## src/rtl/mips_pkg.sv

```systemverilog
// ============================================================================
// mips_pkg
// Shared constants for the MIPS pipeline exception path: ExcCodes, CP0
// register numbers, exception-controller FSM encoding and EPC helper.
// Revision: 1.0
// ============================================================================
`default_nettype none

package mips_pkg;

   // Exception codes as stored in Cause.ExcCode
   localparam logic [4:0] EXC_INT  = 5'd0;
   localparam logic [4:0] EXC_ADEL = 5'd4;
   localparam logic [4:0] EXC_ADES = 5'd5;
   localparam logic [4:0] EXC_RI   = 5'd10;
   localparam logic [4:0] EXC_OV   = 5'd12;

   // CP0 register numbers seen by mfc0/mtc0
   localparam logic [4:0] CP0_SR    = 5'd12;
   localparam logic [4:0] CP0_CAUSE = 5'd13;
   localparam logic [4:0] CP0_EPC   = 5'd14;
   localparam logic [4:0] CP0_PRID  = 5'd15;

   // Exception sequencing states
   typedef enum logic [1:0] {
      ST_RUN      = 2'd0,
      ST_FLUSH    = 2'd1,
      ST_REDIRECT = 2'd2
   } exc_state_t;

   // Restart address: a delay-slot instruction resumes at its branch
   function automatic logic [31:0] exc_epc(input logic [31:0] pc, input logic bd);
      logic [31:0] raw;
      raw = bd ? (pc - 32'd4) : pc;
      return {raw[31:2], 2'b00};
   endfunction

endpackage

`default_nettype wire

```

## src/rtl/cp0_regs.sv

```systemverilog
// ============================================================================
// cp0_regs
// Storage for CP0 SR, Cause and EPC plus the combinational mfc0 read mux.
// Exception/eret updates take precedence over mtc0 writes.
// Revision: 1.0
// ============================================================================
`default_nettype none

module cp0_regs
   import mips_pkg::*;
#(
   parameter logic [31:0] PRID = 32'h0000_2017
) (
   input  logic        clk,
   input  logic        reset,
   input  logic [5:0]  hwint,
   input  logic        wr_en,
   input  logic [4:0]  addr,
   input  logic [31:0] wdata,
   input  logic        exc_take,
   input  logic [4:0]  exc_code,
   input  logic        exc_bd,
   input  logic [31:0] exc_pc,
   input  logic        eret_take,
   output logic [5:0]  im,
   output logic        exl,
   output logic        ie,
   output logic [5:0]  ip,
   output logic [31:0] epc,
   output logic [31:0] rdata
);

   logic       cause_bd;
   logic [4:0] cause_code;

   // Interrupt pending bits follow the hardware lines one cycle late
   always_ff @(posedge clk or negedge reset) begin
      if (!reset) begin
         ip <= '0;
      end else begin
         ip <= hwint;
      end
   end

   // SR/Cause/EPC update: exception entry, eret return, else mtc0 write
   always_ff @(posedge clk or negedge reset) begin
      if (!reset) begin
         im         <= '0;
         exl        <= 1'b0;
         ie         <= 1'b0;
         cause_bd   <= 1'b0;
         cause_code <= '0;
         epc        <= '0;
      end else if (exc_take) begin
         exl        <= 1'b1;
         cause_bd   <= exc_bd;
         cause_code <= exc_code;
         epc        <= exc_pc;
      end else if (eret_take) begin
         exl <= 1'b0;
      end else if (wr_en) begin
         if (addr == CP0_SR) begin
            im  <= wdata[15:10];
            exl <= wdata[1];
            ie  <= wdata[0];
         end else if (addr == CP0_EPC) begin
            epc <= {wdata[31:2], 2'b00};
         end
      end
   end

   // mfc0 read mux over the current (pre-edge) register contents
   always_comb begin
      rdata = '0;
      case (addr)
         CP0_SR:    rdata = {16'b0, im, 8'b0, exl, ie};
         CP0_CAUSE: rdata = {cause_bd, 15'b0, ip, 3'b0, cause_code, 2'b0};
         CP0_EPC:   rdata = epc;
         CP0_PRID:  rdata = PRID;
         default:   rdata = '0;
      endcase
   end

endmodule

`default_nettype wire

```

## src/rtl/exc_ctrl.sv

```systemverilog
// ============================================================================
// exc_ctrl
// M-stage exception/interrupt controller: arbitrates interrupts, pipelined
// exceptions and eret, then sequences flush and PC redirect.
// Revision: 1.0
// ============================================================================
`default_nettype none

module exc_ctrl
   import mips_pkg::*;
#(
   parameter logic [31:0] HANDLER_PC = 32'h0000_4180,
   parameter logic [31:0] PRID       = 32'h0000_2017
) (
   input  logic        clk,
   input  logic        reset,
   input  logic        ExceptionM,
   input  logic [4:0]  ExcM,
   input  logic [31:0] PCM,
   input  logic        BDM,
   input  logic        eretM,
   input  logic [5:0]  hwint,
   input  logic        cp0_we,
   input  logic [4:0]  cp0_addr,
   input  logic [31:0] cp0_wdata,
   output logic [31:0] cp0_rdata,
   output logic        flush,
   output logic        redirect,
   output logic [31:0] redirect_pc,
   output logic [31:0] epc
);

   exc_state_t  state;
   logic [5:0]  sr_im;
   logic        sr_exl;
   logic        sr_ie;
   logic [5:0]  cause_ip;
   logic        in_run;
   logic        int_req;
   logic        take_exc;
   logic        take_eret;
   logic        accept;
   logic        wr_en;
   logic [4:0]  code;
   logic [31:0] target;

   assign in_run    = (state == ST_RUN);
   assign int_req   = (|(cause_ip & sr_im)) & sr_ie & ~sr_exl;
   // Interrupt beats a pipelined exception, which beats eret
   assign take_exc  = in_run & (int_req | ExceptionM);
   assign take_eret = in_run & ~int_req & ~ExceptionM & eretM;
   assign accept    = take_exc | take_eret;
   assign code      = int_req ? EXC_INT : ExcM;
   assign target    = take_exc ? HANDLER_PC : epc;
   // mtc0 only lands in RUN on a cycle with no accepted event
   assign wr_en     = in_run & cp0_we & ~accept;

   cp0_regs #(
      .PRID (PRID)
   ) u_cp0_regs (
      .clk       (clk),
      .reset     (reset),
      .hwint     (hwint),
      .wr_en     (wr_en),
      .addr      (cp0_addr),
      .wdata     (cp0_wdata),
      .exc_take  (take_exc),
      .exc_code  (code),
      .exc_bd    (BDM),
      .exc_pc    (exc_epc(PCM, BDM)),
      .eret_take (take_eret),
      .im        (sr_im),
      .exl       (sr_exl),
      .ie        (sr_ie),
      .ip        (cause_ip),
      .epc       (epc),
      .rdata     (cp0_rdata)
   );

   // RUN -> FLUSH -> REDIRECT -> RUN sequencer with registered outputs
   always_ff @(posedge clk or negedge reset) begin
      if (!reset) begin
         state       <= ST_RUN;
         flush       <= 1'b0;
         redirect    <= 1'b0;
         redirect_pc <= '0;
      end else begin
         case (state)
            ST_RUN: begin
               if (accept) begin
                  state       <= ST_FLUSH;
                  flush       <= 1'b1;
                  redirect_pc <= target;
               end
            end
            ST_FLUSH: begin
               state    <= ST_REDIRECT;
               flush    <= 1'b0;
               redirect <= 1'b1;
            end
            ST_REDIRECT: begin
               state    <= ST_RUN;
               redirect <= 1'b0;
            end
            default: begin
               state    <= ST_RUN;
               flush    <= 1'b0;
               redirect <= 1'b0;
            end
         endcase
      end
   end

endmodule

`default_nettype wire
```

## config.mk

```make
export PLATFORM = sky130hd
export DESIGN_NAME = exc_ctrl
export DESIGN_NICKNAME = d
export VERILOG_FILES = /design/src/rtl/mips_pkg.sv /design/src/rtl/cp0_regs.sv /design/src/rtl/exc_ctrl.sv
export SDC_FILE = /design/constraint.sdc
export NUM_CORES = 1
export LEC_CHECK = 0
export CORE_MARGIN = 10
export CORE_UTILIZATION = 35
export DETAILED_ROUTE_END_ITERATION = 16
export PLACE_DENSITY = 0.67
export SYNTH_ARGS = -nofsm -noshare
export SYNTH_HDL_FRONTEND = slang
export SYNTH_SLANG_ARGS = --single-unit
```

## constraint.sdc

```tcl
create_clock -name clk -period 2 [get_ports clk]
set_input_delay 0.2 -clock clk [delete_from_list [all_inputs] [get_ports clk]]
set_output_delay 0.2 -clock clk [all_outputs]
set_load 0.01 [all_outputs]
```

Word level (Yosys, flattened, before mapping). Cells that the tools add are included.

Flip-flop bits (word level): 88. Bits in latches: 0. Bits in writable memories: 0. ROM bits: 0. Output and inout port bits: 98. Word-level logic and storage cells: 68. Memories: 0.

Add/subtract/negate cells: 1. Multipliers: 0. Divide/modulo/power cells: 0. $lt $le $gt $ge: 0. Equality and inequality tests: 9. Shift-type cells: 0. Muxes and demuxes: 18. Bitwise gates (word level): 18. Reduce and logical (&&, ||, !) cells: 11.

Operators by type and width (count): two-way mux 32 bit (7); case mux 32 bit (4 select lines) (1); subtractor 32 x 3 -> 32 bit, second input constant (1); == test 5 x 4 -> 1 bit, second input constant (4); bitwise AND 1 bit (8); AND reduction 4 bit (2); NOT 1 bit (7); bitwise AND 6 bit (1); AND reduction 2 bit (3); nonzero test 3 bit (2); OR reduction 6 bit (1); two-way mux 1 bit (5); two-way mux 5 bit (1); inequality test 2 bit, second input constant (2); case mux 1 bit (2 select lines) (2); case mux 2 bit (2 select lines) (1); nonzero test 2 bit (2); == test 2 x 1 -> 1 bit, second input constant (1); == test 2 bit, second input constant (1); zero test 2 bit (1); two-way mux 2 bit (1); inequality test 2 x 1 -> 1 bit, second input constant (1); bitwise OR 1 bit (2).

Longest topological paths before layout.
Word-level depth: 14. Mapped depth: 7. Depth with buffers taken out: 6.

By module. A second synthesis with hierarchy kept.

Cell total of the unflattened synthesis: 486. Area, all modules: 4895.9 µm².

By module, submodules not included: cp0_regs (times used 1, cells each 298, area each 2882.8 µm², sequential area each 1301.2 µm²); exc_ctrl (times used 1, cells each 188, area each 2013.2 µm², sequential area each 900.9 µm²).

Worst setup path after synthesis. No wires, ideal clock.

Kind: register to register. Start point: register u_cp0_regs.im[0]. End point: register u_cp0_regs.ie. Setup time: 0.125 ns. Arrival: 1.593 ns. Required time: 1.875 ns. Path slack: 0.282 ns. Cell stages (with the launch flop): 6. Period minus slack after synthesis: 1.718 ns. Path through: dfrtp_1 a22oi_1 and3_1 a21oi_2 nor3b_2 mux2_2.

Cells in the longest elaborated chain, start to end: 12. Elaborated cells on any way between the ends: 16.

Ends and longest elaborated chain: start: declaration (RTL line cp0_regs.sv:25) `output logic [5:0] im,`; start signal: assignment (RTL line cp0_regs.sv:63) `im <= wdata[15:10];`; bitwise AND 6 bit * (RTL line exc_ctrl.sv:48) `assign int_req = (|(cause_ip & sr_im)) & sr_ie & ~sr_exl;`; OR reduction 6 bit * (RTL line exc_ctrl.sv:48); bitwise AND 1 bit * (2 in a row) (RTL line exc_ctrl.sv:48); NOT 1 bit (RTL line exc_ctrl.sv:51) `assign take_eret = in_run & ~int_req & ~ExceptionM & eretM;`; bitwise AND 1 bit (3 in a row) (RTL line exc_ctrl.sv:51); bitwise OR 1 bit (RTL line exc_ctrl.sv:52) `assign accept = take_exc | take_eret;`; NOT 1 bit (RTL line exc_ctrl.sv:56) `assign wr_en = in_run & cp0_we & ~accept;`; bitwise AND 1 bit (RTL line exc_ctrl.sv:56); AND reduction 4 bit (no line) *; end signal: assignment (RTL line cp0_regs.sv:65) `ie <= wdata[0];`; end: declaration (RTL line cp0_regs.sv:27) `output logic ie,`.

Every way passes the cells marked *; elsewhere a longest branch is shown, timed or not. A chain may end at the register's enable or synchronous reset.

Final worst setup path.
Start point: input cp0_addr[4]. End point: output cp0_rdata[0].

Cells in the longest elaborated chain, start to end: 2. Elaborated cells on any way between the ends: 5.

Ends and longest elaborated chain: start: declaration (RTL line exc_ctrl.sv:24) `input logic [4:0] cp0_addr,`; == test 5 x 4 -> 1 bit (RTL line cp0_regs.sv:75) `case (addr)`; case mux 32 bit (4 select lines) * (RTL line cp0_regs.sv:75); end: declaration (RTL line exc_ctrl.sv:26) `output logic [31:0] cp0_rdata,`.

Marks and branches as above.

==> results summary <==
Between clock sinks in the finished design, the worst skew comes to 0.009266 ns. The iteration count of the initial detailed-routing pass is 4. The mapped netlist covers 4483 µm². Counting the buffers created by CTS gives 9. The per-cell via count in the routed design is 4.963. The internal cell power came out at 5.398 mW. The complex-gate fraction of the synthesized area came out at 11.58%. The analysis attributes to net switching a power of 2.840 mW.

The power per cell area is 1143 nW/µm². The share of synthesized cell area in full adder, half adder and majority cells is 0.2791%. The horizontal die dimension is 133.2 µm. The vertical die dimension is 133.2 µm. The critical path is of the primary input to output port type.

The power share of the sequential group is 36.8%. The largest driver fanout on the critical path is 14. The final number of setup-violating endpoints is 0. The count of pins over their slew limit is 0. For this run, asynchronously set or reset flops after synthesis account for 100.0%. The clock root buffer is clkbuf_16. The most repeated library cell on the critical path is clkdlybuf4s50_1. The repair_antennas step left the layout with diodes totalling 0. The area of the die is 17,740 µm². The kind of capture point of the worst setup path is an output port. The post-DP HPWL is 12.06 mm. The count of distinct cell types in the synthesized netlist is 49. The total via count in the routed design is 4,010.

For this run, the leading register cell type out of synthesis is dfrtp_1. Dividing the detail-routed wire length by the instance count gives 18.95 µm. In this run switching power makes up 34.47% of total power. The cell count after synthesis came out at 401.

The clock edge transition at the registers on the reported setup and hold paths came out at 0.07 ns. Traced cell by cell, the critical path runs through clkdlybuf4s50_1 -> nand3b_1 -> buf_6 -> a21oi_1 -> clkdlybuf4s50_1. For this block, the initial DRC count from the detailed router was 166. The post-synthesis share of cell area spent on xor and xnor gates is 5.470%. In this run the worst hold path is classified as primary input to asynchronous set/reset pin.

The slowest stage of the critical path belongs to the cell clkdlybuf4s50_1. The total clock sinks is 84. The combinational fraction of design power is 42.3%. The number of buffers inserted by port buffering came out at 177.

The kind of start point of the critical path is a primary input. After synthesis, the largest family of logic cells by area is simple AND/OR/NAND/NOR gates. The run finished with clean final reports. The total of flip-flops plus latches after synthesis came out at 84. During I/O placement, the number of pins put on the boundary was 184. The total global routing overflow is 0. The via count of the first global-routing pass came out at 4,331. The static leakage came out at 3.373 nW. After layout, the worst path uses 96.79% of the clock period. The largest net degree at the start of global routing is 46. The global-route wire length before repair is 24.23 mm. The antenna violation net count after detailed routing is 0.

Cells fill 57.33% of the core in the end. The number of maximum-capacitance violations came out at 0. Global routing consumed, over all layers together, 17.14% of the routing resources.

The total wirelength of the detailed-routed design is 15.31 mm. The fraction of layout cells with a size suffix above 1 came out at 18.55%. The CTS tree is built.

The worst-case clock buffer depth is 2. The largest stage delay on the critical path came out at 0.55 ns. Subtracting the final worst setup slack from the clock period gives 1.936 ns. The floorplan has 41 rows.

The clock network power share came out at 20.9%. The number of H-tree branching levels came out at 3. At the worst endpoint, the required time is 1.80 ns. The area overhead of the layout relative to synthesis is 60.73%. The total area inside the core boundary comes to 12,570 µm². The initial utilization of the core area, before any placement, comes to 35.67%.

The count of unresolved DRC violations after routing is 0. The initial antenna violation count came out at 0. The number of flops mapped to enable cells by yosys is 0. The maximum resistive drop on vdd is 0.0005151 V. The net total in the final layout came out at 718.

The worst setup slack before clock tree synthesis came out at -0.2148 ns. During synthesis, Yosys emitted a total of 0 warnings. The number of hold violations in the final report is 0. For this run, the top clock speed supported by timing is 0.5166 GHz. The post-synthesis share of cell area spent on and, or, nand and nor gates came out at 17.95%.

The post-synthesis sequential area ratio came out at 46.89%. The worst-case register-to-register setup slack is 0.14 ns. The average cell area after synthesis came out at 11.18 µm². The final weighted congestion in routability-driven placement came out at 0.8846. The data arrival time at the worst-slack endpoint is 1.74 ns. The multiplexer fraction of the synthesized cell area is 14.29%.

The latest clock arrival within the worst-skew pair is 0.35 ns. Hold is met by 0.2587 ns. Setup slack closes at 0.06420 ns.
[path summary, 6_finish.rpt]
path / end / cells past startpoint / from
hold / removal: u_cp0_regs.ip[3] / 2 / reset
hold reg to reg: redirect / 1 / state[1]
min in group clk: u_cp0_regs.ip[5] / 1 / hwint[5]
max in group asynchronous: redirect_pc[27] / 3 / reset
setup reg to reg: u_cp0_regs.im[4] / 6 / u_cp0_regs.im[0]
setup / recovery: cp0_rdata[0] / 5 / cp0_addr[4]
[sequential cells by signal, summed over array words and instances (netlist names)]
signal,flops
redirect_pc,30
u_cp0_regs.epc,30
u_cp0_regs.im,6
u_cp0_regs.ip,6
u_cp0_regs.cause_code,5
state,2
flush,1
redirect,1
u_cp0_regs.cause_bd,1
u_cp0_regs.exl,1
u_cp0_regs.ie,1
[critical path: cells and delay by family]
family	cells	cell delay (ns)
compound gates	1	0.12
buf+inv	3	1.16
simple gates	1	0.26
[metrics by stage]
stage	setup TNS (ns)	cells	instance area [µm²]	power, mW
final	0	808	7206	8.239
after global routing	-0.003316	808	7206	8.748
after CTS	0	807	7186	8.347
after detailed placement	-7.721	788	6867	6.601
after global placement	-5.857	788	6867	6.501
after floorplan	0	404	4494	4.443
[cell usage in the layout, fill, tap and decap left out, types with 3 or more instances in the layout]
| master | Yosys | final |
|---|---|---|
| buf_12 | 0 | 4 |
| and2_1 | 18 | 18 |
| inv_1 | 6 | 6 |
| o21ai_1 | 10 | 10 |
| mux2_2 | 8 | 8 |
| nor4_1 | 5 | 5 |
| mux2i_1 | 55 | 55 |
| nor2_1 | 23 | 22 |
| nand3_1 | 3 | 3 |
| nor2b_1 | 7 | 5 |
| a21oi_1 | 11 | 10 |
| clkdlybuf4s50_1 | 0 | 152 |
| nand3b_1 | 3 | 3 |
| nor4_2 | 6 | 6 |
| a22oi_1 | 7 | 7 |
| o22a_1 | 3 | 3 |
| o21ai_0 | 5 | 5 |
| xnor2_1 | 25 | 25 |
| a22o_1 | 32 | 32 |
| dlygate4sd2_1 | 0 | 21 |
| nand2_1 | 21 | 21 |
| xor2_1 | 3 | 3 |
| buf_4 | 5 | 58 |
| dfrtp_1 | 84 | 84 |
| nor3_2 | 8 | 7 |
| clkbuf_16 | 0 | 9 |
| nor3_1 | 4 | 4 |
| dlymetal6s2s_1 | 0 | 3 |
| nand4_1 | 3 | 3 |
| conb_1 | 1 | 4 |
[cells in the mapped netlist (4+ instances only)]
master    count  area [µm²]
nor3_2        8       80.08
buf_4         5       37.54
nor3_1        4       20.02
buf_2        10       50.05
nor2b_1       7       43.79
a22oi_1       7       52.55
a22o_1       32       280.3
inv_1         6       22.52
o21ai_1      10       50.05
dfrtp_1      84        2102
nor4_1        5       31.28
nor2_1       23       86.33
mux2i_1      55       550.5
clkbuf_1      9       33.78
xnor2_1      25       219.0
o21ai_0       5       25.02
nand2_1      21       78.83
a21oi_1      11       55.05
nor4_2        6       75.07
mux2_2        8       90.09
and2_1       18       112.6
[what timing repair did]
action                                  CTS  global route
gates resized for setup                  26             5
endpoints found under the hold margin    14             0
endpoints found under the setup margin   30            22
buffers inserted                          2             1
hold buffers                              1             0
[power groups by stage]
stage | logic, mW | clock network, mW | registers (mW)
3_5_place_dp | 3.54 | 0 | 3.06
5_1_grt | 3.78 | 1.83 | 3.14
6_report | 3.49 | 1.72 | 3.03
2_1_floorplan | 1.26 | 0 | 3.18
4_1_cts | 3.55 | 1.75 | 3.04
3_3_place_gp | 3.47 | 0 | 3.03
[routing by layer]
layer  part of all wire, %  wire length (µm)  up-vias  global-route usage (%)
met5                     0                 0        -                       0
met1                    43              6545     1981                   20.29
met3                   6.0               915       13                   5.226
met2                    51              7743      110                   30.11
li1                      -                 -     1906                       -
met4                  0.69               106        0                   3.204
[final cells by class]
cell class              count  area [µm²]
repair buffers            241        2291
fillers                  1122        5363
inverters                   6       22.52
multi-input cells         289        2273
well taps                 172       215.2
clock buffers              10       229.0
clock inverters             6       72.57
flip-flops and latches     84        2102
[kinds of logic (layout without fill, tap and decap cells)]
group / Yosys count / in the layout
AND/OR/NAND/NOR: 121 / 121
flip-flops: 84 / 84
AO/OA/AOI/OAI: 72 / 72
multiplexers: 63 / 63
buffers and inverters: 31 / 263
XOR/XNOR: 28 / 28
adder cells (fa/ha/maj): 1 / 1
other: 1 / 4
Note: power is estimated with default switching activity, not from simulation.
